<file path="config.mk">
export PLATFORM = sky130hd
export DESIGN_NAME = prim_clock_mux2_ctrl
export DESIGN_NICKNAME = d
export VERILOG_FILES = /design/src/rtl/prim_clock_mux2_ctrl.sv
export SDC_FILE = /design/constraint.sdc
export NUM_CORES = 1
export LEC_CHECK = 0
export CAP_MARGIN = 20
export CELL_PAD_IN_SITES_DETAIL_PLACEMENT = 1
export CELL_PAD_IN_SITES_GLOBAL_PLACEMENT = 1
export CORE_AREA = 4 4 41 43
export CTS_CLUSTER_SIZE = 30
export DETAILED_ROUTE_END_ITERATION = 6
export DIE_AREA = 0 0 45 47
export PLACE_DENSITY = 0.77
export SLEW_MARGIN = 10
export SYNTH_ARGS = -nofsm -noshare
export SYNTH_HDL_FRONTEND = slang
export SYNTH_SLANG_ARGS = --single-unit
</file>
<file path="constraint.sdc">
create_clock -name clk_i -period 2.57 [get_ports clk_i]
set_input_delay 0.771 -clock clk_i [delete_from_list [all_inputs] [get_ports clk_i]]
set_output_delay 0.771 -clock clk_i [all_outputs]
set_load 0.01 [all_outputs]
</file>
<file path="src/rtl/prim_clock_mux2_ctrl.sv">
// rtl/prim_clock_mux2_ctrl.sv - glitch-free clock mux select / gate-enable sequencer
module prim_clock_mux2_ctrl #(
    parameter int   SettleCycles = 4,
    parameter logic ResetSel     = 1'b0
) (
    input  logic clk_i,
    input  logic rst_ni,
    input  logic req_i,
    input  logic sel_target_i,
    output logic ack_o,
    output logic busy_o,
    output logic sel_o,
    output logic clk_en_o
);

    localparam int CntW = (SettleCycles > 1) ? $clog2(SettleCycles) : 1;
    localparam logic [CntW-1:0] CntInit = CntW'(SettleCycles - 1);
    localparam logic [CntW-1:0] CntOne  = CntW'(1);

    typedef enum logic [1:0] {
        Idle  = 2'd0,
        Drain = 2'd1,
        Lock  = 2'd2
    } state_e;

    state_e          state_q, state_d;
    logic [CntW-1:0] cnt_q, cnt_d;
    logic            tgt_q, tgt_d;
    logic            sel_d, clk_en_d, busy_d, ack_d;
    logic            cnt_zero, start, fast;

    assign cnt_zero = (cnt_q == '0);
    assign start    = (state_q == Idle) && req_i && (sel_target_i != sel_o);
    assign fast     = (state_q == Idle) && req_i && (sel_target_i == sel_o);

    always_ff @(posedge clk_i) begin
        if (!rst_ni) begin
            state_q  <= Idle;
            cnt_q    <= '0;
            tgt_q    <= ResetSel;
            sel_o    <= ResetSel;
            clk_en_o <= 1'b1;
            busy_o   <= 1'b0;
            ack_o    <= 1'b0;
        end else begin
            state_q  <= state_d;
            cnt_q    <= cnt_d;
            tgt_q    <= tgt_d;
            sel_o    <= sel_d;
            clk_en_o <= clk_en_d;
            busy_o   <= busy_d;
            ack_o    <= ack_d;
        end
    end

    always_comb begin
        state_d = state_q;
        cnt_d   = cnt_q;
        case (state_q)
            Idle: begin
                if (start) begin
                    state_d = Drain;
                    cnt_d   = CntInit;
                end
            end
            Drain: begin
                if (cnt_zero) begin
                    state_d = Lock;
                    cnt_d   = CntInit;
                end else begin
                    cnt_d = cnt_q - CntOne;
                end
            end
            Lock: begin
                if (cnt_zero) begin
                    state_d = Idle;
                end else begin
                    cnt_d = cnt_q - CntOne;
                end
            end
            default: begin
                state_d = Idle;
                cnt_d   = '0;
            end
        endcase
    end

    // The select only moves at the drain/lock boundary, when the gate is already closed.
    always_comb begin
        tgt_d    = tgt_q;
        sel_d    = sel_o;
        clk_en_d = clk_en_o;
        busy_d   = busy_o;
        ack_d    = 1'b0;
        case (state_q)
            Idle: begin
                if (fast) begin
                    ack_d = 1'b1;
                end else if (start) begin
                    tgt_d    = sel_target_i;
                    clk_en_d = 1'b0;
                    busy_d   = 1'b1;
                end
            end
            Drain: begin
                if (cnt_zero) begin
                    sel_d = tgt_q;
                end
            end
            Lock: begin
                if (cnt_zero) begin
                    clk_en_d = 1'b1;
                    busy_d   = 1'b0;
                    ack_d    = 1'b1;
                end
            end
            default: begin
                clk_en_d = 1'b1;
                busy_d   = 1'b0;
            end
        endcase
    end

endmodule
</file>
==> qor.txt, run 1 <==
area grow syn2layout - 21.43%
synth unique cells - 26
count leader, synth - dfxtp_1
GR Util All Layers - 12.59%
Worst setup SP type - flop
io pins - 8
setup ws final - 0.5999 ns
gp weighted congestion - 0.7333
Final #Nets - 66
Skew-Pair Late Insertion Delay - 0.26 ns
routed wire length - 1008 µm
outcome - finished clean
Reg-to-Reg Start - cnt_q[0]
effective utilization at floorplan - 36.35%
critical path type - flop to output port
post-synthesis cell area - 473.0 µm²
CP arrival - 1.20 ns
cts bufs inserted - 3
post-route ant nets - 0
Site Rows - 13
Seq cells post-synth - 9
family with the most delay on the worst path - buffers and inverters
top post-synthesis cells by count - dfxtp_1 (9), nor2b_1 (6), inv_1 (3), o21a_1 (3), o21ai_0 (3)
Hold Slack - 0.5070 ns
combinational power share - 24.6%
DP HPWL - 746.3 µm
Hold Crit Class - flop to flop
Slew headroom - 74.94%
Switch Pwr - 0.1113 mW
Max stage delay on crit path - 0.56 ns
WL/cell - 13.62 µm
DP Worst Slack - 0.4724 ns
initial antenna violation count - 0
htree depth - 1
FF+latch area - 180.2 µm²
Worst-path clk slew - 0.06 ns
Power Dens Cells - 652.8 mW/mm²
first-pass GRT wire length - 1773 µm
clk buf depth - 2
Synth Flop Type - dfxtp_1
Pre-antenna DRT Iters - 2
vias in the first global route - 389
fill count - 157
chip width - 45 µm
Max FO, Critical Path - 4
CP startpoint - sel_o
Warnings, synthesis - 0
# clock sinks - 9
Root Buffer - clkbuf_4
Synth Instances - 51
core footprint - 0.001301 mm²
Final Hold Fails - 0
CP cell instances - clkdlybuf4s50_1
WP data required - 1.80 ns
IO Port Bufs - 7
internal power - 0.2636 mW
overflow left after global routing - 0
fin. max-slew vios - 0
area of the multi-input gates - 267.8 µm²
crit share post-route - 76.66%
CTS Hold Buffers Added - 0
Sw Ratio - 29.69%
Synth async-reset ratio - 0%
Seq pwr share - 45.5%
DRC - 0
Clock power frac - 29.9%
critical path's slowest cell - clkdlybuf4s50_1
leading cell types by total area after synthesis - dfxtp_1 (38%), nor2b_1 (7.9%), ha_1 (5.3%)
cts repair resizes - 0
Seq/Total Area, Yosys - 38.10%
drt initial violations - 3
Total Die Area - 0.002115 mm²
Synth top area share - 38.10%
Final setup viols - 0
min-delay src - clk_en_o
worst ir drop on vdd - 0.3265 mV
Leak - 0.2346 nW
antenna diode count - 0
non-filler cells, final - 74
syn avg cell area - 9.274 µm²
RSZ-0062 raised after global routing - false
DR vias - 389
largest net degree at the start of global routing - 12
Worst Tran Pin Value - 0.3754 ns
FMAX - 0.5076 GHz
Post-synth EDFFs - 0
share of cells above drive strength 1 - 10.17%
CTS tree - done
clock period minus worst slack - 1.970 ns
Die Ht - 47 µm
DP Cell Count - 70
Setup TNS - 0 ns
Layout Skew - 0.002044 ns
worst path bufs/invs - 1
area leader, netlist - dfxtp_1
synthesized net count - 57
vias per cell - 5.257
Max Cap Viol - 0
Crit. End Element - output port
# Post-CTS Setup Buffers - 0
==> sequential cells by signal (all words and copies together), names as in the netlist <==
signal    cells
clk_en_o      1
ack_o         1
state_q       2
sel_o         1
tgt_q         1
busy_o        1
cnt_q         2
==> kinds of logic after synthesis <==
| group | after synthesis | share of synthesized area [%] |
|---|---|---|
| AOI/OAI and AO/OA | 15 | 23.28 |
| xor gates and xnor gates | 1 | 1.852 |
| adders and majority gates | 2 | 5.290 |
| buffers and inverters | 6 | 5.290 |
| DFF | 9 | 38.09 |
| muxes | 1 | 2.116 |
| and+or+nand+nor | 17 | 24.07 |
==> metal layers <==
layer | vias to the layer above | global-route usage (%) | part of all wire, %
met5 | - | 0 | 0
met1 | 183 | 14.19 | 44
li1 | 194 | - | -
met4 | 0 | 12.28 | 4.1
met2 | 7 | 18.08 | 47
met3 | 5 | 4.598 | 4.8
==> worst reg2reg max path, cell delays in order, from the launching register on <==
cell and delay [ns]:
dfxtp_1 0.35, inv_1 0.09, ha_1 0.28, nor2b_1 0.16
o31ai_1 0.21, o311a_1 0.18
==> power by group through the flow <==
stage	Clock (mW)	Sequential, mW	Combinational, mW
6_report	0.112	0.170	0.0923
2_1_floorplan	0	0.168	0.0694
5_1_grt	0.128	0.173	0.105
3_5_place_dp	0	0.174	0.0933
3_3_place_gp	0	0.173	0.0908
4_1_cts	0.119	0.171	0.0939
==> cell type report <==
class                      instances  area share, %
sequential                         9          31.37
multi-input combinational         36          46.62
inverter                           3          1.961
timing repair buffer               7          12.20
tap                               15          3.268
clock buffer                       4          4.575
==> metrics by stage <==
stage | power [mW] | utilization, % | cell area, µm²
5_1_grt | 0.4058 | 44.13 | 574.3
4_1_cts | 0.3834 | 44.13 | 574.3
3_5_place_dp | 0.2671 | 42.12 | 548.0
3_3_place_gp | 0.2636 | 42.12 | 548.0
2_1_floorplan | 0.2372 | - | 473.0
6_report | 0.3749 | 44.13 | 574.3
==> worst paths after layout <==
kind              end  slack (ns)  cells past startpoint
max             sel_o        0.60                      1
min          clk_en_o        0.51                      2
max reg2reg  cnt_q[1]        1.25                      5
min reg2reg  clk_en_o        0.51                      2
==> placed cells by master, fill, tap and decap left out <==
| cell | n |
|---|---|
| dfxtp_1 | 9 |
| nor2_2 | 1 |
| nand3b_1 | 2 |
| nor2_1 | 2 |
| inv_1 | 3 |
| clkbuf_1 | 1 |
| nand2b_1 | 1 |
| o21ai_0 | 3 |
| clkbuf_4 | 3 |
| a31oi_1 | 1 |
| a21boi_0 | 1 |
| o311a_1 | 2 |
| nor2b_1 | 6 |
| o21a_1 | 3 |
| mux2i_1 | 1 |
| xnor2_1 | 1 |
| o31ai_1 | 1 |
| a22oi_1 | 1 |
| a21o_1 | 1 |
| ha_1 | 2 |
| o211ai_1 | 1 |
| o31a_1 | 1 |
| nor3b_1 | 2 |
| or3b_4 | 1 |
| nand2_1 | 1 |
| clkdlybuf4s50_1 | 7 |
| nor2_4 | 1 |
(Power assumes the default switching activity.)
==> inputs of run 2 (changes only) <==
--- a/config.mk
+++ b/config.mk
@@ -8,11 +8,11 @@
 export CAP_MARGIN = 20
 export CELL_PAD_IN_SITES_DETAIL_PLACEMENT = 1
 export CELL_PAD_IN_SITES_GLOBAL_PLACEMENT = 1
-export CORE_AREA = 4 4 41 43
+export CORE_MARGIN = 4
+export CORE_UTILIZATION = 33
 export CTS_CLUSTER_SIZE = 30
 export DETAILED_ROUTE_END_ITERATION = 6
-export DIE_AREA = 0 0 45 47
-export PLACE_DENSITY = 0.77
+export PLACE_DENSITY = 0.76
 export SLEW_MARGIN = 10
 export SYNTH_ARGS = -nofsm -noshare
 export SYNTH_HDL_FRONTEND = slang
==> constraint.sdc (replaced) <==
create_clock -name clk_i -period 1.81 [get_ports clk_i]
set_input_delay 0.543 -clock clk_i [delete_from_list [all_inputs] [get_ports clk_i]]
set_output_delay 0.543 -clock clk_i [all_outputs]
set_load 0.01 [all_outputs]
==> run 2 against run 1 <==
  * Combinational power grew 46%
  * First-iteration DRC count down 67%
  * Wire length decreased by 3.2%
  * Largest cell class unchanged
  * Sequential share of layout area fell by 0.80 points
==> qor.txt, run 2 (synthesis gave the netlist of run 1 again) <==
outcome - finished clean
cts bufs inserted - 3
DP Cell Count - 72
Hold Crit Class - flop to flop
min-delay src - tgt_q
gp weighted congestion - 0.7762
DP HPWL - 735 µm
drt initial violations - 1
largest net degree at the start of global routing - 12
Slew headroom - 75.73%
Die Ht - 45.86 µm
worst path bufs/invs - 1
clock period minus worst slack - 1.741 ns
largest registers - cnt_q (2), state_q (2)
most common cell after layout, fill and taps aside - dfxtp_1
io pins - 8
Crit. End Element - output port
routed wire length - 976 µm
Switch Pwr - 0.1552 mW
Max FO, Critical Path - 4
GR Util All Layers - 11.08%
most frequent cells in the layout - dfxtp_1 (9), clkdlybuf4s50_1 (7), nor2b_1 (6)
FMAX - 0.5744 GHz
share of cells above drive strength 1 - 13.11%
cts repair resizes - 0
Root Buffer - clkbuf_4
first-pass GRT wire length - 1662 µm
WP data required - 1.27 ns
DRC - 0
fin. max-slew vios - 0
CP startpoint - sel_o
# Post-CTS Setup Buffers - 0
Final setup viols - 0
Site Rows - 13
Leak - 0.2442 nW
combinational power share - 25.4%
clk buf depth - 2
overflow left after global routing - 0
antenna diode count - 0
CTS Hold Buffers Added - 0
RSZ-0062 raised after global routing - false
Worst-path clk slew - 0.06 ns
CP arrival - 1.20 ns
# clock sinks - 9
IO Port Bufs - 7
final core utilization - 44.73%
post-route ant nets - 0
Seq pwr share - 45.3%
Final Hold Fails - 0
Worst setup SP type - flop
CTS tree - done
Worst Tran Pin Value - 0.3635 ns
Clock power frac - 29.3%
worst ir drop on vdd - 0.3829 mV
Skew-Pair Late Insertion Delay - 0.26 ns
critical path's slowest cell - clkdlybuf4s50_1
DR vias - 403
vias in the first global route - 408
initial antenna violation count - 0
critical path type - flop to output port
vias per cell - 5.303
Layout Skew - 0.007759 ns
Max stage delay on crit path - 0.56 ns
chip width - 45.86 µm
htree depth - 1
Reg-to-Reg Start - cnt_q[0]
Max Cap Viol - 0
Final #Nets - 68
internal power - 0.3768 mW
area grow syn2layout - 24.60%
WL/cell - 12.84 µm
Total Power - 0.5320 mW
family with the most delay on the worst path - buffers and inverters
effective utilization at floorplan - 35.90%
Total Die Area - 0.002103 mm²
Sw Ratio - 29.17%
crit share post-route - 96.19%
non-filler cells, final - 76
Power Dens Cells - 902.8 mW/mm²
CP cell instances - clkdlybuf4s50_1
core footprint - 0.001318 mm²
Pre-antenna DRT Iters - 2
-- run 2: changes by cell type in the layout (fill, tap and decap cells not counted), sizes merged --
cell	previous run	this run
buf	0	2
-- run 2: path summary, 6_finish.rpt --
kind | cells past startpoint | slack (ns) | to
setup reg to reg | 5 | 0.47 | cnt_q[1]
hold / removal | 2 | 0.53 | tgt_q
setup / recovery | 1 | 0.07 | sel_o
hold reg to reg | 2 | 0.53 | tgt_q
-- run 2: layout make-up --
type,instances,area (µm²)
Fill cell,163,728.2
Multi-Input combinational cell,36,267.8
Sequential cell,9,180.2
Timing Repair Buffer,9,85.08
Clock buffer,4,26.28
Tap cell,15,18.77
Inverter,3,11.26
-- run 2: metal layers --
metal,part of all wire [%],GRT usage (%)
met1,47,13.62
met2,47,18.13
met3,4.5,2.372
met4,1.7,5.114
met5,0,0
-- run 2: power groups by stage --
stage | logic [mW] | clock network, mW | registers [mW]
floorplan | 0.0985 | 0 | 0.238
global placement | 0.133 | 0 | 0.246
detailed placement | 0.137 | 0 | 0.246
CTS | 0.138 | 0.163 | 0.241
global route | 0.152 | 0.174 | 0.245
finish | 0.135 | 0.156 | 0.241
-- run 2: through the flow --
stage,setup WS (ns),TNS [ns],instance area (µm²),hold WS (ns)
2_1_floorplan,0.5370,0,473.0,0.4813
3_3_place_gp,-0.01680,-0.01680,563.0,0.5169
3_5_place_dp,-0.04137,-0.05852,563.0,0.5204
4_1_cts,0.05278,0,589.3,0.5318
5_1_grt,0.01119,0,589.3,0.5718
6_report,0.06902,0,589.3,0.5255
==> inputs of run 3 (changes only) <==
--- a/config.mk
+++ b/config.mk
@@ -8,11 +8,11 @@
 export CAP_MARGIN = 20
 export CELL_PAD_IN_SITES_DETAIL_PLACEMENT = 1
 export CELL_PAD_IN_SITES_GLOBAL_PLACEMENT = 1
+export CORE_ASPECT_RATIO = 1.4
 export CORE_MARGIN = 4
-export CORE_UTILIZATION = 33
-export CTS_CLUSTER_SIZE = 30
+export CORE_UTILIZATION = 25
 export DETAILED_ROUTE_END_ITERATION = 6
-export PLACE_DENSITY = 0.76
+export PLACE_DENSITY = 0.62
 export SLEW_MARGIN = 10
 export SYNTH_ARGS = -nofsm -noshare
 export SYNTH_HDL_FRONTEND = slang
==> run 3 against run 2 <==
  * Worst setup slack improved by 0.010 ns
  * Cell count rose by 9.2%
  * Global-route usage fell by 1.1 points
  * Critical endpoint unchanged
==> qor.txt, run 3 (synthesis gave the netlist of run 1 again) <==
fin. max-slew vios - 0
clock period minus worst slack - 1.731 ns
worst path bufs/invs - 1
io pins - 8
overflow left after global routing - 0
WHS Endpoint - clk_en_o
Worst-path clk slew - 0.06 ns
GR Util All Layers - 10.00%
area of the multi-input gates - 267.8 µm²
post-route ant nets - 0
Final setup viols - 0
Crit. End Element - output port
critical path's slowest cell - clkdlybuf4s50_1
Worst Tran Pin Value - 0.3668 ns
Root Buffer - clkbuf_4
DRC - 0
outcome - finished clean
cts bufs inserted - 3
CP arrival - 1.19 ns
DR vias - 404
family with the most delay on the worst path - buffers and inverters
most frequent cells in the layout - dfxtp_1 (9), clkdlybuf4s50_1 (7), nor2b_1 (6), buf_4 (4)
CP cell instances - clkdlybuf4s50_1
Pre-antenna DRT Iters - 4
IO Port Bufs - 7
largest net degree at the start of global routing - 12
area grow syn2layout - 29.10%
Skew-Pair Late Insertion Delay - 0.26 ns
initial antenna violation count - 0
Power Dens Cells - 884.7 mW/mm²
largest registers - cnt_q (2), state_q (2)
Worst R2R Setup Slack - 0.49 ns
drt initial violations - 1
first-pass GRT wire length - 1869 µm
most common cell after layout, fill and taps aside - dfxtp_1
CTS Hold Buffers Added - 0
Total Die Area - 0.002662 mm²
worst ir drop on vdd - 0.2459 mV
vias in the first global route - 443
Die Ht - 59.47 µm
vias per cell - 4.867
Site Rows - 18
Leak - 0.2538 nW
cts repair resizes - 0
Max FO, Critical Path - 4
Setup TNS - 0 ns
Hold Crit Class - flop to flop
# Post-CTS Setup Buffers - 0
Reg-to-Reg Start - cnt_q[0]
DP HPWL - 804 µm
RSZ-0062 raised after global routing - false
# clock sinks - 9
share of cells above drive strength 1 - 15.87%
WL/cell - 12.35 µm
htree depth - 1
fill count - 216
r2r endpoint - cnt_q[1]
gp weighted congestion - 0.7549
Worst Hold Depth - 2
Max Cap Viol - 0
antenna diode count - 0
Final Hold Fails - 0
Worst setup SP type - flop
Final #Nets - 70
Slew headroom - 75.51%
worst-case reg-to-reg path depth - 5
Total Power - 0.5402 mW
effective utilization at floorplan - 26.58%
routed wire length - 1025 µm
FF+latch area - 180.2 µm²
Layout Skew - 0.001249 ns
WP data required - 1.27 ns
crit share post-route - 95.61%
core footprint - 0.001779 mm²
min-delay src - clk_en_o
clk buf depth - 2
FMAX - 0.5778 GHz
Max stage delay on crit path - 0.55 ns
chip width - 44.76 µm
CTS tree - done
critical path type - flop to output port
run 3: metal layers:
metal	track usage [%]	part of all wire, %	vias to the layer above
met5	0	0	-
met4	7.759	2.4	0
met3	3.647	3.8	4
met2	15.81	49	6
met1	10.42	45	189
li1	-	-	205
run 3: worst max-delay path by stage:
stage	start	endpoint	slack, ns	cells past startpoint
floorplan	req_i	tgt_q	0.54	3
global placement	req_i	tgt_q	0.002	4
detailed placement	req_i	tgt_q	-0.03	4
CTS	sel_o	sel_o	0.06	1
global route	sel_o	sel_o	0.02	1
finish	sel_o	sel_o	0.08	1
run 3: through the flow:
stage          setup slack [ns]  utilization, %  instance area [µm²]  std cells  hold slack [ns]
6_report                0.07939           34.32                610.6         83           0.5142
5_1_grt                 0.02416           34.32                610.6         83           0.5681
4_1_cts                 0.05737           34.32                610.6         83           0.5253
3_5_place_dp           -0.02921           32.84                584.3         79           0.5215
3_3_place_gp           0.001712           32.84                584.3         79           0.4998
2_1_floorplan            0.5370               -                473.0         51           0.4813
run 3: layout make-up:
type	instances	share of cell area, %
sequential	9	29.51
inverter	3	1.844
multi-input combinational	36	43.85
clock buffer	4	4.303
timing repair buffer	11	16.39
tap	20	4.098
run 3: power breakdown:
part           internal [mW]  leakage, nW  switching [mW]
combinational         0.0759        0.165          0.0651
sequential             0.220       0.0742          0.0211
clock                 0.0852       0.0150          0.0729
total                  0.381        0.254           0.159
run 3: worst reg2reg max path, cell delays in order, from the launching register on:
cell,delay [ns]
dfxtp_1,0.34
inv_1,0.08
ha_1,0.31
nor2b_1,0.14
o31ai_1,0.20
o311a_1,0.20
